### src/rtl/spi_arb_pkg.sv
`default_nettype none
// ============================================================================
//  Module      : spi_arb_pkg
//  Description : Shared definitions for the SPI EEPROM arbiter: command word
//                field positions, FSM state encoding and a command builder.
//  Revision    : 1.0 - initial release
// ============================================================================
package spi_arb_pkg;

  // Command / response word field positions
  localparam int CMD_W         = 32;
  localparam int CMD_READY_BIT = 31;
  localparam int CMD_BUSY_BIT  = 30;
  localparam int CMD_RD_BIT    = 29;
  localparam int CMD_DATA_MSB  = 14;
  localparam int CMD_DATA_LSB  = 7;
  localparam int CMD_ADDR_MSB  = 6;

  localparam int DATA_W = CMD_DATA_MSB - CMD_DATA_LSB + 1;
  localparam int ADDR_W = CMD_ADDR_MSB + 1;

  // Arbiter FSM states
  typedef enum logic [1:0] {
    IDLE    = 2'd0,
    ISSUE   = 2'd1,
    WAIT    = 2'd2,
    RELEASE = 2'd3
  } arb_state_e;

  // Assemble a command word: busy set, ready clear, remaining bits zero
  function automatic logic [CMD_W-1:0] build_cmd(
    input logic              rd,
    input logic [DATA_W-1:0] data,
    input logic [ADDR_W-1:0] addr
  );
    logic [CMD_W-1:0] c;
    c                             = '0;
    c[CMD_BUSY_BIT]               = 1'b1;
    c[CMD_RD_BIT]                 = rd;
    c[CMD_DATA_MSB:CMD_DATA_LSB]  = data;
    c[CMD_ADDR_MSB:0]             = addr;
    return c;
  endfunction

endpackage
`default_nettype wire

### src/rtl/spi_rr_pick.sv
`default_nettype none
// ============================================================================
//  Module      : spi_rr_pick
//  Description : Combinational rotating-priority picker. Grants the first
//                asserted request at or after ptr, scanning upward with wrap.
//                Wrap is explicit so non-power-of-2 N works.
//  Revision    : 1.0 - initial release
// ============================================================================
module spi_rr_pick #(
  parameter int N  = 2,
  parameter int PW = (N > 1) ? $clog2(N) : 1
) (
  input  logic [N-1:0]  req,
  input  logic [PW-1:0] ptr,
  output logic [N-1:0]  gnt,
  output logic [PW-1:0] idx,
  output logic          valid
);

  localparam logic [PW:0] c_n = (PW+1)'(N);

  // Scan offsets 0..N-1 from ptr; the first hit wins
  always_comb begin
    logic [PW:0]   w_sum;
    logic [PW-1:0] w_cand;
    gnt    = '0;
    idx    = '0;
    valid  = 1'b0;
    w_sum  = '0;
    w_cand = '0;
    for (int i = 0; i < N; i++) begin
      w_sum = {1'b0, ptr} + (PW+1)'(i);
      if (w_sum >= c_n) begin
        w_sum = w_sum - c_n;
      end
      w_cand = w_sum[PW-1:0];
      if (!valid && req[w_cand]) begin
        valid       = 1'b1;
        gnt[w_cand] = 1'b1;
        idx         = w_cand;
      end
    end
  end

endmodule
`default_nettype wire

### src/rtl/spi_eeprom_arbiter.sv
`default_nettype none
// ============================================================================
//  Module      : spi_eeprom_arbiter
//  Description : Round-robin arbiter sharing one SPI EEPROM master among
//                N_REQ requesters. Builds the 32-bit command word, waits for
//                the master's matching ready response, returns data with an
//                ack pulse and releases the master. A watchdog aborts a
//                transaction (ack + err) if the master hangs.
//  Revision    : 1.0 - initial release
// ============================================================================
module spi_eeprom_arbiter
  import spi_arb_pkg::*;
#(
  parameter int N_REQ   = 2,
  parameter int TIMEOUT = 4096
) (
  input  logic                  clk,
  input  logic                  rst,
  input  logic [N_REQ-1:0]      req_i,
  input  logic [N_REQ-1:0]      we_i,
  input  logic [7*N_REQ-1:0]    addr_i,
  input  logic [8*N_REQ-1:0]    wdata_i,
  output logic [N_REQ-1:0]      ack_o,
  output logic [N_REQ-1:0]      err_o,
  output logic [7:0]            rdata_o,
  output logic                  busy_o,
  output logic [31:0]           spi_cmd_o,
  input  logic [31:0]           spi_resp_i
);

  localparam int PW = $clog2(N_REQ);
  localparam int TW = $clog2(TIMEOUT) + 1;

  localparam logic [PW-1:0] c_last_idx = PW'(N_REQ - 1);
  localparam logic [TW-1:0] c_tmax     = TW'(TIMEOUT - 1);

  // Per-requester views of the packed address / data buses
  logic [ADDR_W-1:0] w_addr  [N_REQ];
  logic [DATA_W-1:0] w_wdata [N_REQ];

  generate
    for (genvar k = 0; k < N_REQ; k++) begin : g_unpack
      assign w_addr[k]  = addr_i[k*ADDR_W +: ADDR_W];
      assign w_wdata[k] = wdata_i[k*DATA_W +: DATA_W];
    end
  endgenerate

  // State and latched request
  arb_state_e        r_state;
  logic [PW-1:0]     r_ptr;
  logic [PW-1:0]     r_idx;
  logic [N_REQ-1:0]  r_gnt;
  logic              r_we;
  logic [ADDR_W-1:0] r_addr;
  logic [DATA_W-1:0] r_wdata;
  logic [TW-1:0]     r_timer;

  // Picker outputs
  logic [N_REQ-1:0]  w_pick_gnt;
  logic [PW-1:0]     w_pick_idx;
  logic              w_pick_valid;

  spi_rr_pick #(
    .N  (N_REQ),
    .PW (PW)
  ) u_pick (
    .req   (req_i),
    .ptr   (r_ptr),
    .gnt   (w_pick_gnt),
    .idx   (w_pick_idx),
    .valid (w_pick_valid)
  );

  // Completion needs ready plus an echo of our address, so a stale ready
  // left over from another transaction is never mistaken for ours.
  logic          w_done;
  logic          w_expired;
  logic          w_ready;
  logic [PW-1:0] w_ptr_next;

  assign w_ready    = spi_resp_i[CMD_READY_BIT];
  assign w_done     = w_ready && (spi_resp_i[CMD_ADDR_MSB:0] == r_addr);
  assign w_expired  = (r_timer == c_tmax);
  assign w_ptr_next = (r_idx == c_last_idx) ? '0 : r_idx + 1'b1;

  // Response bits the arbiter does not interpret
  logic w_unused_resp;
  assign w_unused_resp = ^spi_resp_i[CMD_BUSY_BIT:CMD_DATA_MSB+1];

  // Arbiter FSM with registered outputs
  always_ff @(posedge clk or posedge rst) begin
    if (rst) begin
      r_state   <= IDLE;
      r_ptr     <= '0;
      r_idx     <= '0;
      r_gnt     <= '0;
      r_we      <= 1'b0;
      r_addr    <= '0;
      r_wdata   <= '0;
      r_timer   <= '0;
      spi_cmd_o <= '0;
      ack_o     <= '0;
      err_o     <= '0;
      rdata_o   <= '0;
      busy_o    <= 1'b0;
    end else begin
      ack_o <= '0;
      err_o <= '0;
      case (r_state)
        IDLE: begin
          if (w_pick_valid) begin
            r_idx   <= w_pick_idx;
            r_gnt   <= w_pick_gnt;
            r_we    <= we_i[w_pick_idx];
            r_addr  <= w_addr[w_pick_idx];
            r_wdata <= w_wdata[w_pick_idx];
            busy_o  <= 1'b1;
            r_state <= ISSUE;
          end
        end

        ISSUE: begin
          spi_cmd_o <= build_cmd(~r_we, r_we ? r_wdata : '0, r_addr);
          r_timer   <= '0;
          r_state   <= WAIT;
        end

        WAIT: begin
          // Completion takes priority over a same-cycle expiry
          if (w_done || w_expired) begin
            if (w_done && !r_we) begin
              rdata_o <= spi_resp_i[CMD_DATA_MSB:CMD_DATA_LSB];
            end
            ack_o     <= r_gnt;
            err_o     <= w_done ? '0 : r_gnt;
            spi_cmd_o <= '0;
            r_ptr     <= w_ptr_next;
            r_timer   <= '0;
            r_state   <= RELEASE;
          end else begin
            r_timer <= r_timer + 1'b1;
          end
        end

        RELEASE: begin
          // Wait for the master to drop ready; a second expiry is silent
          if (!w_ready || w_expired) begin
            busy_o  <= 1'b0;
            r_timer <= '0;
            r_state <= IDLE;
          end else begin
            r_timer <= r_timer + 1'b1;
          end
        end

        default: begin
          r_state <= IDLE;
        end
      endcase
    end
  end

endmodule
`default_nettype wire

### config.mk
export PLATFORM = sky130hd
export DESIGN_NAME = spi_eeprom_arbiter
export DESIGN_NICKNAME = d
export VERILOG_FILES = /design/src/rtl/spi_arb_pkg.sv /design/src/rtl/spi_rr_pick.sv /design/src/rtl/spi_eeprom_arbiter.sv
export SDC_FILE = /design/constraint.sdc
export NUM_CORES = 1
export LEC_CHECK = 0
export BUFFER_PORTS_ARGS = -buffer_cell sky130_fd_sc_hd__buf_4
export CORE_ASPECT_RATIO = 0.5
export CORE_MARGIN = 2
export CORE_UTILIZATION = 50
export CTS_CLUSTER_SIZE = 8
export DETAILED_ROUTE_END_ITERATION = 8
export GPL_TIMING_DRIVEN = 0
export PLACE_DENSITY = 0.8
export SYNTH_ARGS = -nofsm -noshare
export SYNTH_HDL_FRONTEND = slang
export SYNTH_HIERARCHICAL = 1
export SYNTH_SLANG_ARGS = --single-unit
### constraint.sdc
create_clock -name clk -period 2.5 [get_ports clk]
set_input_delay 0.5 -clock clk [delete_from_list [all_inputs] [get_ports clk]]
set_output_delay 0.5 -clock clk [all_outputs]
set_load 0.01 [all_outputs]
==> metrics.md, run 1 <==
| Metric | Value |
|---|---|
| Initial Utilization | `0.521` |
| Drt pass-1 iters | `4` |
| PD cells | `1060 nW/um^2` |
| Period utilization | `0.855` |
| Unrepaired setup endpoints after global routing | `no` |
| Outcome | `completed` |
| Nets | `471` |
| Gr ovfl total | `0` |
| Setup violators final | `0` |
| Iter 0 DRT Violations | `162` |
| Post-synth EDFFs | `0` |
| HP Class | `input pin to async pin` |
| Crit path required time | `2.70 ns` |
| Critical path peak fanout | `8` |
| Avg Cell Area, Syn | `11.0 um^2` |
| Setup Buffers After CTS | `0` |
| Setup tns final | `0 ns` |
| R2R cell count | `5` |
| Core area | `6110 um^2` |
| Cts bufs inserted | `9` |
| Cell leakage power | `2.10 nW` |
| Synth Flop Type | `dfrtp_1` |
| CTS Hold Bufs | `0` |
| Skew-Pair Late Insertion Delay | `0.33 ns` |
| Total Wirelength | `7470 um` |
| Met2 Routed Length | `3880 um` |
| DRC | `0` |
| Root Buffer | `clkbuf_16` |
| Diodes inserted | `0` |
| Gr usage total | `0.230` |
| Maximum clock rate | `468 MHz` |
| Worst setup EP type | `flop` |
| Clock Tree Buf Depth | `2` |
| Number of buffers added on ports | `81` |
| Initial antenna violation count | `0` |
| Worst-path clk slew | `0.05 ns` |
| HPWL Detailed | `5300 um` |
| Metal-1 WL | `3180 um` |
| Area grow syn2layout | `34.2%` |
| Synth cell types | `50` |
| Gp weighted congestion | `0.889` |
| Die height | `60.4 um` |
| Most common cell after layout, fill and taps aside | `buf_4` |
| Worst Path Arrival | `2.34 ns` |
| Maximum vdd ir drop | `0.532 mV` |
| Cts repair resizes | `0` |
| Die area | `7050 um^2` |
| Worst R2R Setup Slack | `0.36 ns` |
| Final Hold Fails | `0` |
| Vias per cell | `5.20` |
| WHS | `0.203 ns` |
| Cell Area, Synth | `3180 um^2` |
| Most frequent cells in the layout | `96 x buf_4, 65 x dfrtp_1, 26 x nor2_1` |
| # IOs | `113` |
| Vias in the first global route | `2598` |
| Number of max-cap violations | `0` |
| Wirelength per Cell | `15.3 um` |
| First-pass GRT wire length | `12200 um` |
| Met3 WL | `346 um` |
| H-tree depth | `3` |
| Largest net degree at the start of global routing | `45` |
| Max-slew violations | `0` |
| Rows | `20` |
| #FFs+latches synth | `65` |
| Gate count of the mapped netlist | `290` |
| Tmin final | `2.14 ns` |
| Worst-Margin Slew | `0.575 ns` |
| Die width | `117 um` |
| Sink Count | `65` |
| Seq/Total Area, Yosys | `0.511` |
| FFs w/ async S/R, synth | `1.00` |
| ANT nets after route | `0` |
| Max Clock Skew | `0.0109 ns` |
| Vias | `2545` |
| Crit Path Class | `flop to flop` |
| Ys Warns | `6` |
| Critical Path Start Type | `flop` |
| CTS tree | `done` |
| Max-slew headroom | `0.617` |
| Layout cell share with drive strength beyond 1 | `0.364` |
| Top Layer Used | `met4` |
-- cell families (layout without fill, tap and decap cells) --
| kind of cell | Yosys count | count (layout) | share of synthesized area |
|---|---|---|---|
| simple gates | 78 | 78 | 0.129 |
| compound gates | 65 | 65 | 0.146 |
| other cells | 1 | 15 | 0.00118 |
| xor+xnor | 7 | 7 | 0.0193 |
| flops | 65 | 65 | 0.511 |
| buf+inv | 39 | 136 | 0.0740 |
| mux | 29 | 29 | 0.0952 |
| fa+ha+maj | 6 | 6 | 0.0236 |
-- registers in the layout, indices dropped and copies added (netlist names), 2 cells and up --
register / cells
ack_o: 2
err_o: 2
r_addr: 7
r_gnt: 2
r_state: 2
r_timer: 13
r_wdata: 8
rdata_o: 8
spi_cmd_o: 17
-- power by group --
part	switching [mW]	leakage (nW)	internal, mW
Sequential	0.250	0.809	1.39
Combinational	0.841	1.14	0.792
Clock	0.423	0.148	0.816
-- path summary, 6_finish.rpt --
kind	startpoint	end
max in group asynchronous	rst	r_ptr
worst max-delay path	r_addr[6]	rdata_o[5]
min in group clk	spi_resp_i[9]	rdata_o[2]
worst max register to register	r_addr[6]	rdata_o[5]
worst min-delay path	rst	r_timer[1]
worst min register to register	r_wdata[0]	spi_cmd_o[7]
-- Yosys cell counts (all sizes together) (6+ instances only) --
cell type / count / area share
nand2: 14 / 0.017
ha: 6 / 0.024
buf: 23 / 0.055
inv: 11 / 0.013
dfrtp: 65 / 0.51
o21ai: 7 / 0.012
nand3: 10 / 0.017
a21oi: 20 / 0.034
nor2: 26 / 0.031
nand4: 7 / 0.014
a22o: 16 / 0.046
mux2: 10 / 0.035
mux2i: 19 / 0.060
-- metal layers --
metal  track usage  vias to the layer above
li1              -                     1219
met1         0.277                     1246
met2         0.406                       71
met4        0.0706                        0
met3        0.0709                        9
met5             0                        -
-- per-stage QoR --
stage	cells	area (um^2)	util	setup WS (ns)	power, mW
after floorplan	304	3230	-	0.374	2.67
after global placement	473	3950	0.647	-0.311	3.18
after detailed placement	474	3970	0.650	0.221	3.26
after CTS	489	4270	0.699	0.371	4.53
after global routing	489	4270	0.699	0.198	4.78
final	489	4270	0.699	0.363	4.51
-- final cells by class --
type                            instances  area [um^2]
Multi-Input combinational cell        200         1370
Timing Repair Buffer                   82          628
Clock inverter                          3         40.0
Sequential cell                        65         1630
Fill cell                             454         1840
Inverter                               11         41.3
Tap cell                               88          110
Buffer                                 28          194
Clock buffer                           12          256
-- critical path, stage by stage, from the launching register on --
cell and delay, ns:
dfrtp_1 0.40, xnor2_1 0.18, nand4_1 0.25, or2_4 0.36
nor3b_4 0.43, mux2_2 0.40
Note: power is estimated with default switching activity, not from simulation.
==> run 2: changes to the inputs <==
- ABC_AREA: not set -> 1
==> run 2 against run 1 <==
Effect of this change: synthesized area is 4.5% higher; clock power hardly changed; combinational power is 4% lower; critical path depth is 1 higher; die area is 4.3% higher; synthesized cell count is 40% higher; cell area is 3.3% higher; first-iteration DRC count is 17% higher; power is 3.0% lower; critical endpoint is now r_wdata[5]; final cell count is 24% higher; via count is 14% higher.
==> metrics.md, run 2 <==
| Metric | Value |
|---|---|
| CP Launch Point | `r_ptr` |
| Most frequent cells in the layout | `97 x buf_4, 92 x nand2_1, 65 x dfrtp_1` |
| Seq/Total Area, Yosys | `0.489` |
| Post-synth EDFFs | `0` |
| Most common cell after layout, fill and taps aside | `buf_4` |
| # IOs | `113` |
| Nets | `586` |
| Cts bufs inserted | `9` |
| Unrepaired setup endpoints after global routing | `no` |
| Reg2reg start | `r_ptr` |
| Sink Count | `65` |
| Synth top cells by count | `92 x nand2_1, 65 x dfrtp_1, 58 x inv_1` |
| Maximum vdd ir drop | `0.587 mV` |
| Initial antenna violation count | `0` |
| #FFs+latches synth | `65` |
| Vias per cell | `4.80` |
| Max Clock Skew | `0.00588 ns` |
| Crit path required time | `2.69 ns` |
| Setup ws final | `0.429 ns` |
| H-tree depth | `3` |
| First-pass GRT wire length | `12600 um` |
| Setup violators final | `0` |
| Gr usage total | `0.226` |
| Critical Path End | `r_wdata[5]` |
| Die width | `119 um` |
| Layout cell share with drive strength beyond 1 | `0.258` |
| Tmin final | `2.07 ns` |
| Synth cell types | `31` |
| Area leader, netlist | `dfrtp_1` |
| Gate count of the mapped netlist | `405` |
| Setup WS pre-CTS | `0.242 ns` |
| Worst-path clk slew | `0.05 ns` |
| Diodes inserted | `0` |
| Top-count cell post-synth | `nand2_1` |
| ANT nets after route | `0` |
| Max-slew headroom | `0.596` |
| Ys Warns | `6` |
| Largest cells by area after synthesis | `dfrtp_1 49%, nand2_1 10%, inv_1 6.6%` |
| Worst R2R Setup Slack | `0.43 ns` |
| Cell leakage power | `2.42 nW` |
| Cts repair resizes | `0` |
| Critical Path Start Type | `flop` |
| Max-slew violations | `0` |
| Gp weighted congestion | `0.907` |
| PD cells | `992 nW/um^2` |
| WP depth | `6` |
| DP Area | `4110 um^2` |
| Buf/Inv on CP | `3` |
| Initial Utilization | `0.533` |
| Area grow syn2layout | `32.7%` |
| Final Hold Fails | `0` |
| Drt pass-1 iters | `4` |
| Number of max-cap violations | `0` |
| DRC | `0` |
| Non-Filler Instances | `604` |
| Number of buffers added on ports | `81` |
| Crit-path max cell delay | `0.48 ns` |
| Die area | `7350 um^2` |
| Wirelength per Cell | `12.8 um` |
| Period utilization | `0.828` |
| Die height | `61.6 um` |
| CTS Hold Bufs | `0` |
| Largest registers | `spi_cmd_o (17), r_timer (13)` |
| HP Class | `input pin to async pin` |
| Avg Cell Area, Syn | `8.21 um^2` |
| Most flops, register | `spi_cmd_o` |
| Rows | `20` |
| Final Core Density | `0.708` |
| Vias | `2899` |
| Maximum clock rate | `483 MHz` |
| Iter 0 DRT Violations | `190` |
| CTS tree | `done` |
| Synth Flop Type | `dfrtp_1` |
| FFs w/ async S/R, synth | `1.00` |
| Gr ovfl total | `0` |
| HPWL Detailed | `5560 um` |
| Outcome | `completed` |
| Crit path max-delay family | `buffers and inverters` |
| Worst-Margin Slew | `0.606 ns` |
| Root Buffer | `clkbuf_16` |
| Critical path peak fanout | `10` |
| Core area | `6230 um^2` |
| Total Wirelength | `7720 um` |
| Final instance area | `4410 um^2` |
| Clock Tree Buf Depth | `2` |
| Worst setup EP type | `flop` |
| Critical-path top delay cell | `a21oi_1` |
| Skew-Pair Late Insertion Delay | `0.33 ns` |
| Largest net degree at the start of global routing | `44` |
| Worst Path Arrival | `2.26 ns` |
| Setup Buffers After CTS | `0` |
| Vias in the first global route | `2727` |
| RR Endpoint | `r_wdata[5]` |
| Placed Cells | `589` |
| Crit path cell chain | `inv_1 -> a21oi_1 -> clkinv_1 -> clkbuf_1 -> nor2_1 -> o22ai_1` |
| Share of the synthesized area in the top cell type | `0.489` |
| Max FFs per register | `17` |
| Cell Area, Synth | `3320 um^2` |
| Crit Path Class | `flop to flop` |
| R2R cell count | `6` |
-- run 2: changes by cell type after synthesis, moves of 19 or more --
cell | previous run | this run
nand3_1 | 9 | 34
nand2_1 | 14 | 92
o21ai_0 | 6 | 37
inv_1 | 11 | 58
mux2i_1 | 19 | 0
-- run 2: final cells by class --
class / count / area [um^2]
timing repair buffer: 82 / 628
fill: 509 / 1820
tap: 88 / 110
clock buffer: 12 / 256
sequential: 65 / 1630
buffer: 27 / 171
multi-input combinational: 266 / 1350
inverter: 61 / 229
clock inverter: 3 / 40.0
-- run 2: layer usage --
metal,vias up,GRT usage,part of all wire,routed length [um]
met3,11,0.0676,0.067,514
met4,0,0.0588,0.0096,74
met1,1328,0.281,0.45,3490
met2,89,0.402,0.47,3630
met5,-,0,0,0
li1,1471,-,-,-
-- run 2: how the worst min path moves through the flow --
stage | start | to | slack [ns] | depth (start not counted)
floorplan | r_idx | r_ptr | 0.43 | 1
global placement | r_idx | r_ptr | 0.44 | 1
detailed placement | r_idx | r_ptr | 0.44 | 1
finish | rst | r_timer[9] | 0.20 | 2
CTS | rst | rdata_o[6] | 0.21 | 2
global route | rst | rdata_o[6] | 0.25 | 2
-- run 2: stage by stage --
step	TNS [ns]	power (mW)	hold WS, ns
4_1_cts	0	4.40	0.209
6_report	0	4.38	0.201
5_1_grt	0	4.69	0.247
3_3_place_gp	-27.90	3.08	0.437
2_1_floorplan	0	2.54	0.427
3_5_place_dp	0	3.14	0.439
-- run 2: kinds of logic (layout without fill, tap and decap cells) --
group | Yosys count | count (layout) | synth area share
flip-flops | 65 | 65 | 0.489
adder cells (fa/ha/maj) | 6 | 6 | 0.0226
XOR/XNOR | 7 | 7 | 0.0184
buffers and inverters | 88 | 185 | 0.120
other | 1 | 15 | 0.00113
AND/OR/NAND/NOR | 169 | 169 | 0.236
AO/OA/AOI/OAI | 69 | 69 | 0.112
-- run 2: where the power goes --
part           internal [mW]  switching (mW)  total [mW]
registers               1.39           0.192        1.58
logic                  0.612           0.946        1.56
clock network          0.816           0.425        1.24
